File: src/rtl/fifo_arb_pkg.sv
// rtl/fifo_arb_pkg.sv - shared types and round-robin helper for the FIFO write arbiter
package fifo_arb_pkg;

    localparam int DEFAULT_MAX_BURST = 8;
    localparam int MAX_NUM_REQ       = 16;

    typedef enum logic [0:0] {
        ARB_IDLE  = 1'b0,
        ARB_BURST = 1'b1
    } arb_state_t;

    // First set bit of valid_vec strictly after last, wrapping modulo num_req; last if none.
    function automatic logic [3:0] rr_next(
        input logic [3:0]             last,
        input logic [MAX_NUM_REQ-1:0] valid_vec,
        input int                     num_req
    );
        logic [3:0] nxt;
        logic       hit;
        int         idx;
        nxt = last;
        hit = 1'b0;
        for (int k = 1; k <= MAX_NUM_REQ; k++) begin
            idx = (int'(last) + k) % num_req;
            if (!hit && (k <= num_req) && valid_vec[idx[3:0]]) begin
                nxt = idx[3:0];
                hit = 1'b1;
            end
        end
        return nxt;
    endfunction

endpackage

File: src/rtl/rr_priority_picker.sv
// rtl/rr_priority_picker.sv - combinational round-robin search over requester valids
module rr_priority_picker
    import fifo_arb_pkg::*;
#(
    parameter int NUM_REQ = 4,
    parameter int ID_LEN  = $clog2(NUM_REQ)
) (
    input  logic [NUM_REQ-1:0] valid,
    input  logic [ID_LEN-1:0]  last_id,
    output logic               found,
    output logic [ID_LEN-1:0]  next_id
);

    logic [MAX_NUM_REQ-1:0] w_valid_ext;
    logic [3:0]             w_last_ext;

    assign w_valid_ext = MAX_NUM_REQ'(valid);
    assign w_last_ext  = 4'(last_id);
    assign found       = |valid;
    assign next_id     = ID_LEN'(rr_next(w_last_ext, w_valid_ext, NUM_REQ));

endmodule

File: src/rtl/fifo_wr_arbiter.sv
// rtl/fifo_wr_arbiter.sv - round-robin burst arbiter sharing one async_fifo write port
module fifo_wr_arbiter
    import fifo_arb_pkg::*;
#(
    parameter int NUM_REQ   = 4,
    parameter int DATA_LEN  = 16,
    parameter int ID_LEN    = $clog2(NUM_REQ),
    parameter int MAX_BURST = DEFAULT_MAX_BURST
) (
    input  logic                         clk,
    input  logic                         reset_n,
    input  logic [NUM_REQ-1:0]           req_valid,
    input  logic [NUM_REQ-1:0]           req_last,
    input  logic [NUM_REQ*DATA_LEN-1:0]  req_data,
    output logic [NUM_REQ-1:0]           req_ready,
    output logic [ID_LEN+DATA_LEN-1:0]   fifo_data_in,
    output logic                         fifo_wrt_en,
    input  logic                         fifo_wrt_full,
    output logic [NUM_REQ-1:0]           grant,
    output logic                         busy
);

    localparam int CNT_W = $clog2(MAX_BURST + 1);

    arb_state_t          r_state;
    logic [ID_LEN-1:0]   r_grant_id;
    logic [ID_LEN-1:0]   r_last_id;
    logic [CNT_W-1:0]    r_beat_cnt;

    logic                w_in_burst;
    logic [NUM_REQ-1:0]  w_gnt_onehot;
    logic                w_gnt_valid;
    logic                w_gnt_last;
    logic [DATA_LEN-1:0] w_gnt_data;
    logic                w_xfer;
    logic                w_found;
    logic [ID_LEN-1:0]   w_next_id;

    rr_priority_picker #(
        .NUM_REQ (NUM_REQ),
        .ID_LEN  (ID_LEN)
    ) u_picker (
        .valid   (req_valid),
        .last_id (r_last_id),
        .found   (w_found),
        .next_id (w_next_id)
    );

    assign w_in_burst   = (r_state == ARB_BURST);
    assign w_gnt_onehot = {{(NUM_REQ-1){1'b0}}, 1'b1} << r_grant_id;
    assign w_gnt_valid  = |(req_valid & w_gnt_onehot);
    assign w_gnt_last   = |(req_last & w_gnt_onehot);

    always_comb begin
        w_gnt_data = '0;
        for (int i = 0; i < NUM_REQ; i++) begin
            if (r_grant_id == ID_LEN'(i)) begin
                w_gnt_data = req_data[i*DATA_LEN +: DATA_LEN];
            end
        end
    end

    // Outputs decode straight from state so an async reset kills a write in the same cycle.
    assign req_ready    = (w_in_burst && !fifo_wrt_full) ? w_gnt_onehot : '0;
    assign w_xfer       = w_in_burst && !fifo_wrt_full && w_gnt_valid;
    assign fifo_wrt_en  = w_xfer;
    assign fifo_data_in = {r_grant_id, w_gnt_data};
    assign grant        = w_in_burst ? w_gnt_onehot : '0;
    assign busy         = w_in_burst;

    always_ff @(posedge clk or negedge reset_n) begin
        if (!reset_n) begin
            r_state    <= ARB_IDLE;
            r_grant_id <= '0;
            r_last_id  <= ID_LEN'(NUM_REQ - 1);
            r_beat_cnt <= '0;
        end else begin
            case (r_state)
                ARB_IDLE: begin
                    if (w_found) begin
                        r_grant_id <= w_next_id;
                        r_last_id  <= w_next_id;
                        r_beat_cnt <= '0;
                        r_state    <= ARB_BURST;
                    end
                end
                ARB_BURST: begin
                    // A full FIFO only stalls; a dropped valid abandons the grant.
                    if (!w_gnt_valid) begin
                        r_state <= ARB_IDLE;
                    end else if (w_xfer) begin
                        r_beat_cnt <= r_beat_cnt + CNT_W'(1);
                        if (w_gnt_last || ((r_beat_cnt + CNT_W'(1)) == CNT_W'(MAX_BURST))) begin
                            r_state <= ARB_IDLE;
                        end
                    end
                end
                default: r_state <= ARB_IDLE;
            endcase
        end
    end

endmodule

File: config.mk
export PLATFORM = sky130hd
export DESIGN_NAME = fifo_wr_arbiter
export DESIGN_NICKNAME = d
export VERILOG_FILES = /design/src/rtl/fifo_arb_pkg.sv /design/src/rtl/rr_priority_picker.sv /design/src/rtl/fifo_wr_arbiter.sv
export SDC_FILE = /design/constraint.sdc
export NUM_CORES = 1
export LEC_CHECK = 0
export ABC_CLOCK_PERIOD_IN_PS = 4710
export BUFFER_PORTS_ARGS = -buffer_cell sky130_fd_sc_hd__buf_2
export CAP_MARGIN = 10
export CORE_MARGIN = 2
export CORE_UTILIZATION = 41
export DETAILED_ROUTE_END_ITERATION = 10
export GPL_TIMING_DRIVEN = 0
export HOLD_SLACK_MARGIN = 0.06
export PLACE_DENSITY_LB_ADDON = 0.2
export SLEW_MARGIN = 5
export SYNTH_ARGS = -nofsm -noshare
export SYNTH_HDL_FRONTEND = slang
export SYNTH_SLANG_ARGS = --single-unit
File: constraint.sdc
create_clock -name clk -period 4.71 [get_ports clk]
set_input_delay 1.1775 -clock clk [delete_from_list [all_inputs] [get_ports clk]]
set_output_delay 1.1775 -clock clk [all_outputs]
set_load 0.03 [all_outputs]
==> results.sh, run 1 <==
export IMPL_min_period_ns=3.45
export IMPL_nets=285
export IMPL_p_total_mw=1.06
export IMPL_coreArea_um2=2730
export IMPL_arrival_ns=2.27
export IMPL_final_hold_violation_count=0
export IMPL_hold_depth=1
export IMPL_clkPwrFrac_pct=5.6
export IMPL_numCtsBuffers=3
export IMPL_antenna_cells=0
export IMPL_ir_drop_uv=382
export IMPL_post_dp_hpwl_um=3080
export IMPL_synth_top_area_share_pct=34.8
export IMPL_drt_iter0_markers=43
export IMPL_max_freq_mhz=290
export IMPL_final_common_cell="buf_2"
export IMPL_hold_end="r_beat_cnt[2]"
export IMPL_clk_root_buffer_cell="clkbuf_4"
export IMPL_outcome="completed"
export IMPL_clock_latency_ns=0.26
export IMPL_power_frac_comb_pct=80.3
export IMPL_hold_buffers=0
export IMPL_ioPinCount=103
export IMPL_r2r_start="r_grant_id[1]"
export IMPL_dp_cells=235
export IMPL_p_leak_nw=0.873
export IMPL_antenna_found_initial=0
export IMPL_ys_types=37
export IMPL_power_internal_mw=0.507
export IMPL_post_cts_resize_count=0
export IMPL_critical_path_peak_fanout=9
export IMPL_crit_path_cell_trace="buf_2 -> mux4_2 -> nor2b_4 -> buf_6 -> buf_2"
export IMPL_swShare_pct=52.1
export IMPL_via_count=1299
export IMPL_hold_start="r_beat_cnt[2]"
export IMPL_cellPowerDensity_nw_per_um2=612
export IMPL_grt_total_usage_pct=20.6
export IMPL_min_period_over_period_pct=73.2
export IMPL_synth_area_leaders="mux4_2 35%, dfrtp_1 15%, dfstp_2 4.5%"
export IMPL_synth_area_per_cell_um2=11.2
export IMPL_final_setup_tns_ns=0
export IMPL_grt_max_degree=11
export IMPL_die_area_um2=3280
export IMPL_htree_levels=1
export IMPL_cts_max_path_buffers=2
export IMPL_syn2layout_area_growth_pct=48.6
export IMPL_nFillCells=252
export IMPL_postCtsSetupBuffers=0
export IMPL_drtAntennaViolNets=0
export IMPL_p_sw_mw=0.552
export IMPL_grt_remaining_overflow=0
export IMPL_slowest_stage="mux4_2"
export IMPL_synth_warnings=0
export IMPL_start_util_pct=42.6
export IMPL_detail_route_wl_per_cell_um=15.2
export IMPL_grt_pass1_wl_um=5240
export IMPL_reg2reg_slack_ns=3.08
export IMPL_viasPerCell=5.44
export IMPL_synthesis_area_um2=1160
export IMPL_tightestPinTransition_ns=0.538
export IMPL_start_kind="input port"
export IMPL_port_buffers=100
export IMPL_r2r_end="r_beat_cnt[2]"
export IMPL_drive_gt1_share_pct=68.3
export IMPL_layoutNonFillerInstCount=239
export IMPL_mostFrequentLayoutCells="103 x buf_2, 18 x mux4_2, 10 x nand2_1"
export IMPL_drc=0
export IMPL_place_gp_congestion=0.783
export IMPL_syn_num_nets=180
export IMPL_cp_required_ns=3.53
export IMPL_core_rowCount=19
export IMPL_r2r_cells=6
export IMPL_dr_pass1_iters=4
export IMPL_die_x_um=57.3
export IMPL_crit_path_frequent_cell="buf_2"
export IMPL_grt_pass1_vias=1129
export IMPL_fin_ws_ns=1.26
export IMPL_place_ws_ns=1.26
export IMPL_p_seq_share_pct=14.1
export IMPL_syn_inst=104
export IMPL_report_final_setup_viol=0
export IMPL_rsz0062_at_grt="false"
export IMPL_clk_pin_slew_ns=0.06
export IMPL_yosys_register_bits=9
export IMPL_drv_cap=0
export IMPL_die_height_um=57.3
export IMPL_cp_top_family="multiplexers"
export IMPL_crit_buf_inv=3
export IMPL_holdCritPathClass="flip-flop to flip-flop"
export IMPL_finClkSkew_ns=0.00216
export IMPL_finalMaxSlewViolations=0
export IMPL_worst_setup_path_type="input port to output port"
export IMPL_synth_top_area_cell="mux4_2"
export IMPL_tritoncts="yes"
export IMPL_max_slew_margin_rel_pct=64.1
export IMPL_crit_path_end_kind="output port"
export IMPL_wl_um=3640
export IMPL_seq_area_frac_synth_pct=19.5
export IMPL_cts_sinks=9
export IMPL_slowest_delay_ns=0.48
cell usage after synthesis:
| library cell | instances |
|---|---|
| buf_4 | 2 |
| o311ai_0 | 1 |
| buf_2 | 3 |
| nand2_1 | 10 |
| nor3_1 | 2 |
| a31o_2 | 1 |
| o31ai_1 | 1 |
| nor2b_4 | 1 |
| a22o_1 | 1 |
| inv_1 | 3 |
| a21o_1 | 3 |
| nor2_1 | 6 |
| and2b_2 | 3 |
| o221ai_1 | 1 |
| clkbuf_8 | 1 |
| xnor2_1 | 2 |
| clkbuf_1 | 1 |
| o21ai_0 | 4 |
| mux2_2 | 1 |
| dfrtp_1 | 7 |
| nor2b_1 | 1 |
| a21o_2 | 1 |
| a21oi_1 | 5 |
| nor3b_1 | 6 |
| buf_6 | 4 |
| nand3b_1 | 1 |
| o32a_1 | 1 |
| o22ai_2 | 1 |
| a2111oi_2 | 1 |
| mux2i_1 | 2 |
| dfstp_2 | 2 |
| mux4_2 | 18 |
| nand3_1 | 1 |
| or3b_1 | 1 |
| nand2b_1 | 3 |
| ha_1 | 1 |
| a311oi_1 | 1 |
layer usage:
layer	GRT usage [%]	wire (um)
met2	36.0	1890
met4	5.98	42
met1	27.1	1460
met3	2.27	249
met5	0	0
stage by stage:
stage          hold WS (ns)  utilization, %  instance area (um2)
3_5_place_dp          0.542            62.3                 1700
6_report              0.570            63.3                 1730
4_1_cts               0.569            63.3                 1730
2_1_floorplan         0.498               -                 1160
3_3_place_gp          0.516            62.3                 1700
5_1_grt               0.593            63.3                 1730
flip-flops by register name, indices dropped and copies added, names as in the netlist:
name and flops:
busy 1, r_beat_cnt 4, r_grant_id 2, r_last_id 2
logic make-up (layout without fill, tap and decap cells):
family / count (synthesis) / count (layout) / share of synthesized area [%]
buffers and inverters: 14 / 118 / 8.91
AND/OR/NAND/NOR: 35 / 35 / 17.3
AO/OA/AOI/OAI: 22 / 22 / 14.2
multiplexers: 21 / 21 / 37.5
flip-flops: 9 / 9 / 19.5
adder cells (fa/ha/maj): 1 / 1 / 1.07
XOR/XNOR: 2 / 2 / 1.50
power groups by stage:
stage	sequential, mW	combinational, mW	clock, mW
2_1_floorplan	0.168	0.638	0
3_3_place_gp	0.146	0.844	0
3_5_place_dp	0.148	0.856	0
4_1_cts	0.147	0.857	0.0617
5_1_grt	0.151	0.905	0.0645
6_report	0.149	0.850	0.0597
how the worst max path moves through the flow:
stage / cells after the start / slack [ns] / to / from
2_1_floorplan: 2 / 1.35 / req_ready[2] / fifo_wrt_full
4_1_cts: 5 / 1.26 / fifo_wrt_en / req_valid[3]
6_report: 5 / 1.26 / fifo_wrt_en / req_valid[2]
5_1_grt: 5 / 1.24 / fifo_wrt_en / req_valid[3]
3_5_place_dp: 5 / 1.26 / fifo_wrt_en / req_valid[3]
3_3_place_gp: 5 / 1.27 / fifo_wrt_en / req_valid[3]
final cells by class:
class / instances / area (um2) / share of cell area, %
multi-input cells: 81 / 833 / 48.2
repair buffers: 100 / 500 / 28.9
flip-flops and latches: 9 / 228 / 13.2
plain buffers: 11 / 92.6 / 5.35
well taps: 31 / 38.8 / 2.24
clock buffers: 4 / 26.3 / 1.52
inverters: 3 / 11.3 / 0.651
No activity file was read; power rests on OpenSTA's default activity.
==> run 2, diff against run 1 <==
Settings changed: ABC_CLOCK_PERIOD_IN_PS 4710 to 3400, CORE_UTILIZATION 41 to 38.
Clock period 4.71 ns to 3.4 ns, I/O delays scaled along.
==> run 2 against run 1 <==
  * Routed wire length rose by 0.88%
  * Worst hold slack got worse by 0.14 ns
  * Sequential power rose by 40%
  * Combinational power rose by 39%
  * Design area rose by 0.22%
  * Critical path depth did not move
  * Final cell count rose by 0.84%
  * Via count rose by 1.2%
==> results.sh, run 2 (same netlist as run 1, synthesis figures left out) <==
export IMPL_outcome="completed"
export IMPL_max_slew_margin_rel_pct=63.9
export IMPL_slowest_delay_ns=0.50
export IMPL_critical_path_peak_fanout=9
export IMPL_post_dp_hpwl_um=3130
export IMPL_grt_pass1_vias=1253
export IMPL_worst_setup_path_type="input port to output port"
export IMPL_dr_pass1_iters=4
export IMPL_slowest_stage="mux4_2"
export IMPL_start_kind="input port"
export IMPL_numCtsBuffers=3
export IMPL_min_period_ns=2.82
export IMPL_fin_ws_ns=0.581
export IMPL_design_area_um2=1730
export IMPL_drv_cap=0
export IMPL_cts_sinks=9
export IMPL_cellPowerDensity_nw_per_um2=848
export IMPL_place_ws_ns=0.583
export IMPL_arrival_ns=1.97
export IMPL_rsz0062_at_grt="false"
export IMPL_clk_root_buffer_cell="clkbuf_4"
export IMPL_mostFrequentLayoutCells="103 x buf_2, 18 x mux4_2, 10 x nand2_1"
export IMPL_max_freq_mhz=355
export IMPL_dpl_cell_area_um2=1710
export IMPL_tritoncts="yes"
export IMPL_final_setup_tns_ns=0
export IMPL_coreArea_um2=2980
export IMPL_finClkSkew_ns=0.00613
export IMPL_cp_required_ns=2.55
export IMPL_finalMaxSlewViolations=0
export IMPL_via_count=1315
export IMPL_crit_path_cell_trace="buf_2 -> mux4_2 -> nor2b_4 -> buf_6 -> buf_2"
export IMPL_drc=0
export IMPL_port_buffers=100
export IMPL_swShare_pct=52.4
export IMPL_p_seq_share_pct=14.2
export IMPL_crit_path_end_kind="output port"
export IMPL_postCtsSetupBuffers=0
export IMPL_place_gp_congestion=0.766
export IMPL_viasPerCell=5.46
export IMPL_drive_gt1_share_pct=68.8
export IMPL_nets=285
export IMPL_drtAntennaViolNets=0
export IMPL_power_frac_comb_pct=80.3
export IMPL_power_internal_mw=0.700
export IMPL_clkPwrFrac_pct=5.5
export IMPL_post_cts_resize_count=0
export IMPL_drt_iter0_markers=43
export IMPL_ir_drop_uv=333
export IMPL_die_x_um=59.4
export IMPL_final_hold_violation_count=0
export IMPL_antenna_found_initial=0
export IMPL_final_core_util_pct=58.2
export IMPL_die_area_um2=3520
export IMPL_holdCritPathClass="input port to asynchronous set/reset pin"
export IMPL_core_rowCount=20
export IMPL_ioPinCount=103
export IMPL_p_leak_nw=0.875
export IMPL_clk_pin_slew_ns=0.07
export IMPL_cp_top_family="multiplexers"
export IMPL_grt_pass1_wl_um=5340
export IMPL_regMostFlops="r_beat_cnt"
export IMPL_clock_latency_ns=0.26
export IMPL_min_period_over_period_pct=82.9
export IMPL_cts_max_path_buffers=2
export IMPL_htree_levels=1
export IMPL_grt_total_usage_pct=19.7
export IMPL_syn2layout_area_growth_pct=48.9
export IMPL_wl_um=3680
export IMPL_start_util_pct=39.1
export IMPL_crit_path_frequent_cell="buf_2"
export IMPL_detail_route_wl_per_cell_um=15.3
export IMPL_final_common_cell="buf_2"
export IMPL_worst_hold_slack_ns=0.432
export IMPL_die_height_um=59.4
export IMPL_grt_remaining_overflow=0
export IMPL_largest_reg_flops=4
export IMPL_top_regs="r_beat_cnt (4), r_grant_id (2), r_last_id (2)"
export IMPL_tightestPinTransition_ns=0.542
export IMPL_antenna_cells=0
export IMPL_report_final_setup_viol=0
export IMPL_crit_buf_inv=3
export IMPL_p_sw_mw=0.770
export IMPL_hold_buffers=0
export IMPL_grt_max_degree=11
-- run 2: cell count changes in the layout (fill, tap and decap cells not counted), sizes merged --
cell,delta
clkinv,+1
clkbuf,-1
-- run 2: worst register-to-register path, cell delays in order, from the launching register on --
cell,delay (ns)
dfrtp_1,0.39
buf_6,0.16
mux4_2,0.54
nor2b_4,0.15
buf_6,0.13
a22o_1,0.20
-- run 2: per-stage QoR --
| step | total power, mW | cells |
|---|---|---|
| after floorplan | 1.12 | 104 |
| after global placement | 1.37 | 237 |
| after detailed placement | 1.40 | 237 |
| after CTS | 1.48 | 241 |
| after global routing | 1.57 | 241 |
| final | 1.47 | 241 |
-- run 2: metal layers --
| metal | vias to the layer above | GRT usage [%] | wire length [um] |
|---|---|---|---|
| li1 | 613 | - | - |
| met1 | 632 | 21.5 | 1320 |
| met2 | 60 | 37.0 | 1990 |
| met3 | 10 | 2.84 | 274 |
| met4 | 0 | 8.77 | 92 |
| met5 | - | 0 | 0 |
-- run 2: layout make-up --
cell class / instances / area [um2]
clock inverters: 1 / 5.00
multi-input cells: 81 / 833
plain buffers: 11 / 92.6
well taps: 33 / 41.3
inverters: 3 / 11.3
fillers: 289 / 1240
repair buffers: 100 / 500
clock buffers: 3 / 22.5
flip-flops and latches: 9 / 228
-- run 2: power groups by stage --
stage / Sequential [mW] / Clock [mW] / Combinational, mW
after floorplan: 0.233 / 0 / 0.884
after global placement: 0.206 / 0 / 1.16
after detailed placement: 0.209 / 0 / 1.19
after CTS: 0.207 / 0.0853 / 1.19
after global routing: 0.215 / 0.0917 / 1.27
final: 0.208 / 0.0811 / 1.18
-- run 2: path summary, 6_finish.rpt --
check                                    from            end  slack (ns)  cells past startpoint
min in group clk                r_beat_cnt[0]  r_beat_cnt[0]        0.54                      1
worst max-delay path             req_valid[2]    fifo_wrt_en        0.58                      5
max in group asynchronous             reset_n   r_last_id[0]        2.72                      1
worst max register to register  r_grant_id[1]  r_beat_cnt[2]        1.71                      5
worst min-delay path                  reset_n  r_beat_cnt[0]        0.43                      1
worst min register to register  r_beat_cnt[0]  r_beat_cnt[0]        0.54                      1
==> run 3, diff against run 2 <==
Settings changed: ABC_CLOCK_PERIOD_IN_PS 3400 to 2700.
Clock period 3.4 ns to 2.7 ns, I/O delays scaled along.
==> run 3 against run 2 <==
  * Worst hold slack got worse by 0.18 ns
  * Final cell count unchanged
  * Combinational power increased by 26%
  * Routed wire length about the same
  * Register-to-register slack got worse by 0.70 ns
  * Setup slack got worse by 0.45 ns
  * Critical endpoint is now fifo_data_in[9]
  * Largest power group unchanged
==> results.sh, run 3 (same netlist as run 1, synthesis figures left out) <==
export IMPL_largest_reg_flops=4
export IMPL_wl_um=3670
export IMPL_p_total_mw=1.86
export IMPL_antenna_found_initial=0
export IMPL_crit_path_end_kind="output port"
export IMPL_rsz0062_at_grt="false"
export IMPL_r2r_cells=5
export IMPL_layoutNonFillerInstCount=241
export IMPL_grt_remaining_overflow=0
export IMPL_place_ws_ns=0.233
export IMPL_finClkSkew_ns=0.00613
export IMPL_tightestPinTransition_ns=0.523
export IMPL_finalMaxSlewViolations=0
export IMPL_postCtsSetupBuffers=0
export IMPL_final_setup_tns_ns=0
export IMPL_syn2layout_area_growth_pct=49.1
export IMPL_max_freq_mhz=390
export IMPL_die_height_um=59.4
export IMPL_post_dp_hpwl_um=3130
export IMPL_path_depth=4
export IMPL_clock_latency_ns=0.26
export IMPL_mostFrequentLayoutCells="102 x buf_2, 18 x mux4_2, 10 x nand2_1"
export IMPL_drc=0
export IMPL_drtAntennaViolNets=0
export IMPL_crit_buf_inv=3
export IMPL_tritoncts="yes"
export IMPL_critical_path_peak_fanout=10
export IMPL_drv_cap=0
export IMPL_grt_total_usage_pct=19.7
export IMPL_die_area_um2=3520
export IMPL_arrival_ns=1.89
export IMPL_holdCritPathClass="input port to asynchronous set/reset pin"
export IMPL_htree_levels=1
export IMPL_cp_top_family="buffers and inverters"
export IMPL_worst_setup_path_type="flip-flop to output port"
export IMPL_clk_pin_slew_ns=0.07
export IMPL_hold_buffers=0
export IMPL_dp_cells=237
export IMPL_port_buffers=100
export IMPL_die_x_um=59.4
export IMPL_fin_ws_ns=0.135
export IMPL_crit_path_frequent_cell="buf_2"
export IMPL_cts_sinks=9
export IMPL_nets=285
export IMPL_antenna_cells=0
export IMPL_coreArea_um2=2980
export IMPL_numCtsBuffers=3
export IMPL_outcome="completed"
export IMPL_final_common_cell="buf_2"
export IMPL_detail_route_wl_per_cell_um=15.2
export IMPL_grt_pass1_vias=1253
export IMPL_start_util_pct=39.1
export IMPL_drive_gt1_share_pct=68.8
export IMPL_grt_max_degree=11
export IMPL_ioPinCount=103
export IMPL_slowest_delay_ns=0.53
export IMPL_post_cts_resize_count=0
export IMPL_via_count=1316
export IMPL_core_rowCount=20
export IMPL_report_final_setup_viol=0
export IMPL_cellPowerDensity_nw_per_um2=1070
export IMPL_p_leak_nw=0.876
export IMPL_ir_drop_uv=419
export IMPL_viasPerCell=5.46
export IMPL_regMostFlops="r_beat_cnt"
export IMPL_dr_pass1_iters=4
export IMPL_start_kind="flip-flop"
export IMPL_max_slew_margin_rel_pct=65.1
export IMPL_min_period_ns=2.56
export IMPL_drt_iter0_markers=37
export IMPL_worst_hold_slack_ns=0.257
export IMPL_clk_root_buffer_cell="clkbuf_4"
export IMPL_cts_max_path_buffers=2
export IMPL_min_period_over_period_pct=95.0
export IMPL_grt_pass1_wl_um=5340
export IMPL_place_gp_congestion=0.766
export IMPL_crit_path_cell_trace="buf_2 -> clkbuf_4 -> mux4_2 -> buf_2"
export IMPL_cp_required_ns=2.03
export IMPL_top_regs="r_beat_cnt (4), r_grant_id (2), r_last_id (2)"
export IMPL_slowest_stage="mux4_2"
export IMPL_final_hold_violation_count=0
-- run 3: cell type report --
type	count	area, um2
clock inverter	1	5.00
sequential	9	228
tap	33	41.3
clock buffer	3	22.5
multi-input combinational	81	833
fill	289	1240
inverter	3	11.3
timing repair buffer	100	500
buffer	11	95.1
-- run 3: per-stage QoR --
stage	area, um2	util (%)
4_1_cts	1730	58.2
2_1_floorplan	1160	-
3_5_place_dp	1710	57.3
3_3_place_gp	1710	57.3
5_1_grt	1740	58.3
6_report	1740	58.3
-- run 3: path summary, 6_finish.rpt --
kind,to,start,slack (ns)
hold reg to reg,r_beat_cnt[0],r_beat_cnt[0],0.54
hold / removal,r_beat_cnt[0],reset_n,0.26
setup reg to reg,r_beat_cnt[2],r_grant_id[1],1.01
setup / recovery,fifo_data_in[9],r_grant_id[0],0.14
min in group clk,r_beat_cnt[0],r_beat_cnt[0],0.54
max in group asynchronous,r_last_id[0],reset_n,2.20
-- run 3: where the power goes --
part           total [mW]  leakage, nW  internal, mW  switching (mW)
logic                1.49        0.747         0.631           0.859
clock network       0.102       0.0177        0.0546          0.0476
registers           0.263        0.111         0.200          0.0628
-- run 3: per-layer routing --
| metal | vias up | wire (um) | global-route usage, % |
|---|---|---|---|
| met5 | - | 0 | 0 |
| met1 | 632 | 1320 | 21.5 |
| met4 | 0 | 92 | 8.77 |
| li1 | 613 | - | - |
| met3 | 10 | 271 | 2.84 |
| met2 | 61 | 1990 | 37.0 |
